[config.mk]
export PLATFORM = sky130hd
export DESIGN_NAME = layer_compositor
export DESIGN_NICKNAME = d
export VERILOG_FILES = /design/src/rtl/layer_compositor.sv
export SDC_FILE = /design/constraint.sdc
export NUM_CORES = 1
export LEC_CHECK = 0
export CORE_ASPECT_RATIO = 0.6
export CORE_MARGIN = 2
export CORE_UTILIZATION = 40
export CTS_CLUSTER_DIAMETER = 60
export DETAILED_ROUTE_END_ITERATION = 10
export PLACE_DENSITY = 0.74
export SLEW_MARGIN = 20
export SYNTH_ARGS = -nofsm -noshare
export SYNTH_HDL_FRONTEND = slang
export SYNTH_SLANG_ARGS = --single-unit
[constraint.sdc]
create_clock -name clk -period 4.1 [get_ports clk]
set_clock_uncertainty 0.2 [all_clocks]
set_input_delay 1.025 -clock clk [delete_from_list [all_inputs] [get_ports clk]]
set_output_delay 1.025 -clock clk [all_outputs]
set_load 0.01 [all_outputs]
[src/rtl/layer_compositor.sv]
// N-layer priority / colour-key compositor with raster counter and Avalon regs.
// Build option LAYER_COMPOSITOR_BLEND_EN adds the per-layer 50/50 blend register.
module layer_compositor #(
    parameter int NUM_LAYERS    = 4,
    parameter int PIXEL_W       = 24,
    parameter int H_RES         = 640,
    parameter int V_RES         = 480,
    parameter int LAYER_TIMEOUT = 15
) (
    input  logic                            clk,
    input  logic                            rst_n,
    input  logic                            avs_write,
    input  logic                            avs_read,
    input  logic [2:0]                      avs_address,
    input  logic [31:0]                     avs_writedata,
    output logic [31:0]                     avs_readdata,
    input  logic [PIXEL_W-1:0]              bg_q,
    input  logic                            bg_empty,
    output logic                            bg_rdreq,
    output logic                            layer_req,
    input  logic                            layer_valid,
    input  logic [NUM_LAYERS*PIXEL_W-1:0]   layer_pix,
    input  logic [NUM_LAYERS-1:0]           layer_hit,
    input  logic                            out_full,
    output logic                            out_wrreq,
    output logic [PIXEL_W-1:0]              out_pixel,
    output logic [$clog2(H_RES)-1:0]        pixel_x,
    output logic [$clog2(V_RES)-1:0]        pixel_y,
    output logic                            new_frame
);

    localparam int XW = $clog2(H_RES);
    localparam int YW = $clog2(V_RES);
    localparam int TW = $clog2(LAYER_TIMEOUT + 1);

    typedef enum logic [2:0] {IDLE, REQ, WAIT, COMP, EMIT} state_e;

    state_e                        state_q;
    logic                          layer_req_q;
    logic [TW-1:0]                 wait_q;
    logic [NUM_LAYERS*PIXEL_W-1:0] pix_q;
    logic [NUM_LAYERS-1:0]         hit_q;
    logic [PIXEL_W-1:0]            out_pix_q;
    logic [XW-1:0]                 x_q;
    logic [YW-1:0]                 y_q;
    logic [15:0]                   frames_q;
    logic [15:0]                   und_q;
    logic                          en_q;
    logic                          resync_q;
    logic                          coll_q;
    logic                          tmo_q;
    logic [PIXEL_W-1:0]            key_q;
    logic [NUM_LAYERS-1:0]         mask_q;
    logic [31:0]                   rdata_q;
    logic [31:0]                   rdata_d;

    logic [NUM_LAYERS-1:0]         qual;
    logic                          multi;
    logic                          seen;
    logic [PIXEL_W-1:0]            win_pix;
    logic [PIXEL_W-1:0]            comp_pix;

    logic emit_fire;
    logic x_wrap;
    logic y_wrap;
    logic resync_now;
    logic tmo_hit;
    logic coll_set;
    logic tmo_set;
    logic und_inc;
    logic st_rd;
    logic und_rd;
    logic wr_ctrl;
    logic unused_wdata;

`ifdef LAYER_COMPOSITOR_BLEND_EN
    localparam int NCH = PIXEL_W / 8;
    logic [NUM_LAYERS-1:0] blend_q;
    logic                  win_blend;
`endif

    assign emit_fire  = (state_q == EMIT) && !out_full;
    assign x_wrap     = (x_q == XW'(H_RES - 1));
    assign y_wrap     = (y_q == YW'(V_RES - 1));
    assign resync_now = (state_q == IDLE) && resync_q;
    assign tmo_hit    = (wait_q == TW'(LAYER_TIMEOUT - 1));
    assign tmo_set    = (state_q == WAIT) && !layer_valid && tmo_hit;
    assign coll_set   = (state_q == COMP) && multi;
    assign und_inc    = (state_q == IDLE) && en_q && bg_empty
                        && ((x_q != '0) || (y_q != '0));
    assign st_rd      = avs_read && (avs_address == 3'd3);
    assign und_rd     = avs_read && (avs_address == 3'd4);
    assign wr_ctrl    = avs_write && (avs_address == 3'd0);
    assign unused_wdata = ^avs_writedata;

    assign bg_rdreq     = emit_fire;
    assign out_wrreq    = emit_fire;
    assign new_frame    = resync_now || (emit_fire && x_wrap && y_wrap);
    assign layer_req    = layer_req_q;
    assign out_pixel    = out_pix_q;
    assign pixel_x      = x_q;
    assign pixel_y      = y_q;
    assign avs_readdata = rdata_q;

    always_comb begin
        qual = '0;
        for (int i = 0; i < NUM_LAYERS; i++)
            qual[i] = hit_q[i] & mask_q[i]
                      & (pix_q[i*PIXEL_W +: PIXEL_W] != key_q);
    end

    // Scan from the lowest priority up so index 0 is the last one written.
    always_comb begin
        win_pix = bg_q;
        multi   = 1'b0;
        seen    = 1'b0;
`ifdef LAYER_COMPOSITOR_BLEND_EN
        win_blend = 1'b0;
`endif
        for (int i = NUM_LAYERS - 1; i >= 0; i--) begin
            if (qual[i]) begin
                multi   = multi | seen;
                seen    = 1'b1;
                win_pix = pix_q[i*PIXEL_W +: PIXEL_W];
`ifdef LAYER_COMPOSITOR_BLEND_EN
                win_blend = blend_q[i];
`endif
            end
        end
    end

`ifdef LAYER_COMPOSITOR_BLEND_EN
    always_comb begin
        comp_pix = win_pix;
        if (win_blend)
            for (int c = 0; c < NCH; c++)
                comp_pix[c*8 +: 8] = {1'b0, win_pix[c*8+1 +: 7]}
                                   + {1'b0, bg_q[c*8+1 +: 7]};
    end
`else
    assign comp_pix = win_pix;
`endif

    always_ff @(posedge clk or negedge rst_n) begin
        if (!rst_n) begin
            state_q     <= IDLE;
            layer_req_q <= 1'b0;
            wait_q      <= '0;
            pix_q       <= '0;
            hit_q       <= '0;
            out_pix_q   <= '0;
            x_q         <= '0;
            y_q         <= '0;
            frames_q    <= '0;
        end else begin
            unique case (state_q)
                IDLE: begin
                    if (en_q && !bg_empty) begin
                        state_q     <= REQ;
                        layer_req_q <= 1'b1;
                    end
                end
                REQ: begin
                    layer_req_q <= 1'b0;
                    wait_q      <= '0;
                    state_q     <= WAIT;
                end
                WAIT: begin
                    if (layer_valid) begin
                        pix_q   <= layer_pix;
                        hit_q   <= layer_hit;
                        state_q <= COMP;
                    end else if (tmo_hit) begin
                        hit_q   <= '0;
                        state_q <= COMP;
                    end else begin
                        wait_q <= wait_q + TW'(1);
                    end
                end
                COMP: begin
                    out_pix_q <= comp_pix;
                    state_q   <= EMIT;
                end
                EMIT: begin
                    if (!out_full)
                        state_q <= IDLE;
                end
                default: state_q <= IDLE;
            endcase

            if (emit_fire) begin
                if (x_wrap) begin
                    x_q <= '0;
                    if (y_wrap) begin
                        y_q      <= '0;
                        frames_q <= frames_q + 16'd1;
                    end else begin
                        y_q <= y_q + YW'(1);
                    end
                end else begin
                    x_q <= x_q + XW'(1);
                end
            end else if (resync_now) begin
                x_q <= '0;
                y_q <= '0;
            end
        end
    end

    always_comb begin
        rdata_d = '0;
        case (avs_address)
            3'd0: rdata_d[0] = en_q;
            3'd1: rdata_d[PIXEL_W-1:0] = key_q;
            3'd2: rdata_d[NUM_LAYERS-1:0] = mask_q;
            3'd3: rdata_d = {frames_q, 14'd0, tmo_q, coll_q};
            3'd4: rdata_d[15:0] = und_q;
`ifdef LAYER_COMPOSITOR_BLEND_EN
            3'd5: rdata_d[NUM_LAYERS-1:0] = blend_q;
`endif
            default: rdata_d = '0;
        endcase
    end

    always_ff @(posedge clk or negedge rst_n) begin
        if (!rst_n) begin
            en_q     <= 1'b0;
            resync_q <= 1'b0;
            key_q    <= PIXEL_W'(32'h00FF_00FF);
            mask_q   <= '1;
            coll_q   <= 1'b0;
            tmo_q    <= 1'b0;
            und_q    <= '0;
            rdata_q  <= '0;
`ifdef LAYER_COMPOSITOR_BLEND_EN
            blend_q  <= '0;
`endif
        end else begin
            if (avs_read)
                rdata_q <= rdata_d;
            if (wr_ctrl)
                en_q <= avs_writedata[0];
            resync_q <= (wr_ctrl && avs_writedata[1])
                        || (resync_q && !resync_now);
            if (avs_write && (avs_address == 3'd1))
                key_q <= avs_writedata[PIXEL_W-1:0];
            if (avs_write && (avs_address == 3'd2))
                mask_q <= avs_writedata[NUM_LAYERS-1:0];
`ifdef LAYER_COMPOSITOR_BLEND_EN
            if (avs_write && (avs_address == 3'd5))
                blend_q <= avs_writedata[NUM_LAYERS-1:0];
`endif
            // A flag event coinciding with the clearing read survives.
            coll_q <= coll_set || (coll_q && !st_rd);
            tmo_q  <= tmo_set || (tmo_q && !st_rd);
            if (und_rd)
                und_q <= {15'd0, und_inc};
            else if (und_inc && (und_q != 16'hFFFF))
                und_q <= und_q + 16'd1;
        end
    end

endmodule

==> metrics.txt <==
layout cells sized above 1 0.156; top-area cell type share of the netlist area 0.434; clk_lat worst skew 0.55 ns; Worst path max stage delay ~0.56 ns; CTS tree built; # nets final 1715; worst r2r src key_q[10]; Num Clock Sinks between 200 and 250; post-synthesis sequential area ratio 0.474; Levels on crit path 5; synthesis-to-layout area growth 30.0%; grt ovf 0; Final Instance Count excl. Fillers 1992; Bufs and invs on worst path 4; fin crit period 3.76 ns; synth top area cells dfrtp_1 (43%), mux2_2 (8.5%), xnor2_1 (6.0%); R2R setup slack 0.55 ns; Starting DRT DRC Count 1284; sw power 3900 µW; first-pass GRT wire length 67100 µm; leading cell types by count after synthesis dfrtp_1 (227), nand2_1 (146), mux2_2 (99), o21ai_0 (99), xnor2_1 (90); Die Wd 238 µm; Yosys reg bits 247; Filler Cell Count 2904; Yosys warnings 0; clk root buf clkbuf_16; Netlist cell types slightly above 60; fin crit share 0.916; Fin Setup TNS 0 ns; Max-Cap Viols 0; setup repair after global routing missed its margin false; status complete, no violations; Final Cell Area approximately 17000 µm²; syn_nets between 1000 and 1500; placed cell areas between 15000 and 20000 µm²; sw frac 0.374; EDFF count, synth 0; Reg2Reg Depth 7; Synth area leader dfrtp_1; Hold Path Class primary input to asynchronous set/reset pin; Routed Antenna Nets 0; vias in the first global route ~11000; Static Leakage between 0.006 and 0.007 µW; Worst-Margin Slew roughly 1.0 ns; DR vias 11300; Initial Util 0.405; FMAX 266 MHz; CP max stage cell clkdlybuf4s50_1; asr flop ratio synth 1.00; Power, Total ~10000 µW; H-tree levels 1; post-synthesis instance total 1321; Crit. Startpoint out_full; total I/O pin count 245; Pint 6510 µW; Setup-failing EPs final 0; count of pins over their slew limit 0; die height 144 µm; delay-heaviest family, CP buffers and inverters; DPL Wire Length ~34000 µm; cell mode on critical path clkdlybuf4s50_1; critical path class primary input to output pin; cell count after placement approximately 1900; DRC violations left 0; Final Hold Fails 0; Critical path destination out_wrreq; initial antenna violation count 8; Relative slew margins 0.316; Die ar. 34200 µm²; drt total wl 45300 µm; Mapped Avg Cell Area 9.91 µm²; CP max FO 14; Critical Path AT 2.53 ns; critical path capture point type output pin; GPL Wtd Cong 0.954; Synth Cell Area 13100 µm²; pwr dens 612 nW/µm²; Critical Path RT 2.87 ns; CTS Buf Count 26; Reg clk slew, reported paths 0.06 ns; Cell Rows 51; count leader, synth dfrtp_1; pin count of the biggest net entering global routing 86; CORE AREA 32400 µm²; reg2reg end out_pixel[1]; All-Layer GR Usage 0.261; Hold WS 0.275 ns; Critical Path Start Type primary input; Seq pwr share 0.407; cells along the critical path clkdlybuf4s50_1 > nand3b_4 > inv_1 > buf_4 > clkdlybuf4s50_1; vias per inst 5.65; Clk pwr share 0.242; Worst VDD drop 0.439 mV; DRT Pass-1 Iters 5; Wirelength per Cell ~23 µm; Top FF cell, synth dfrtp_1; Longest Clk Path Bufs 3; logic gate share of total power 0.351; Port Buffers 236
==> worst min path at each step <==
| stage | slack (ns) | end | depth (start not counted) |
|---|---|---|---|
| after floorplan | 0.24 | frames_q[15] | 1 |
| after global placement | 0.26 | frames_q[15] | 1 |
| after detailed placement | 0.26 | frames_q[15] | 1 |
| after CTS | 0.27 | frames_q[15] | 1 |
| after global routing | 0.29 | frames_q[15] | 1 |
| final | 0.28 | avs_readdata[26] | 1 |
==> placed cells by master (no fill, tap or decap), types with 26 or more instances in the layout <==
cell type / instances
clkdlybuf4s50_1: 234
clkbuf_16: 26
nor2_1: 75
o21ai_0: 99
inv_1: 70
dfrtp_1: 227
xor2_1: 41
buf_4: 52
xnor2_1: 90
mux2_2: 99
mux2i_1: 34
nand4_1: 30
nand3_1: 38
nand2_1: 146
==> per-stage QoR <==
stage / util / setup WS [ns]
CTS: 0.525 / 0.0762
finish: 0.526 / 0.345
global route: 0.526 / 0.311
global placement: 0.497 / 0.123
floorplan: - / 0.926
detailed placement: 0.497 / 0.0853
==> sequential cells by signal, summed over array words and instances, names as in the netlist <==
name / cells
out_pixel: 24
frames_q: 16
pix_q: 96
coll_q: 1
key_q: 24
resync_q: 1
hit_q: 4
pixel_x: 10
und_q: 16
mask_q: 4
wait_q: 4
state_q: 3
en_q: 1
layer_req: 1
avs_readdata: 32
pixel_y: 9
tmo_q: 1
==> cell families after synthesis <==
kind of cell    count (synthesis)  share of synthesized area
simple gates                  377                      0.139
compound gates                255                      0.128
flops                         247                      0.474
buf+inv                       169                     0.0503
mux                           134                      0.113
xor+xnor                      131                     0.0877
fa+ha+maj                       8                    0.00765
==> power groups by stage <==
stage / combinational (µW) / clock (µW) / sequential (µW)
2_1_floorplan: 2300 / 0 / 3750
3_5_place_dp: 3570 / 0 / 4210
6_report: 3650 / 2520 / 4230
3_3_place_gp: 3480 / 0 / 4180
5_1_grt: 3950 / 2660 / 4300
4_1_cts: 3600 / 2550 / 4180
==> routing by layer <==
metal	up-vias	track usage	wire length (µm)
li1	5098	-	-
met4	2	0.0583	926
met1	5562	0.380	20800
met2	521	0.358	18200
met5	-	0	13
met3	77	0.107	5310
==> repair_timing <==
action,CTS,global route
setup buffers,0,0
endpoints found under the setup margin,0,1
gates resized for setup,0,1
hold buffers,0,0
==> cell type report <==
type / count / area (µm²) / area share
Multi-Input combinational cell: 905 / 6260 / 0.368
Sequential cell: 247 / 6210 / 0.365
Timing Repair Buffer: 291 / 2820 / 0.166
Clock buffer: 36 / 758 / 0.0446
Tap cell: 424 / 531 / 0.0312
Inverter: 70 / 263 / 0.0154
Clock inverter: 12 / 153 / 0.00897
Antenna cell: 7 / 17.5 / 0.00103
Power figures use the tool's default switching activity.
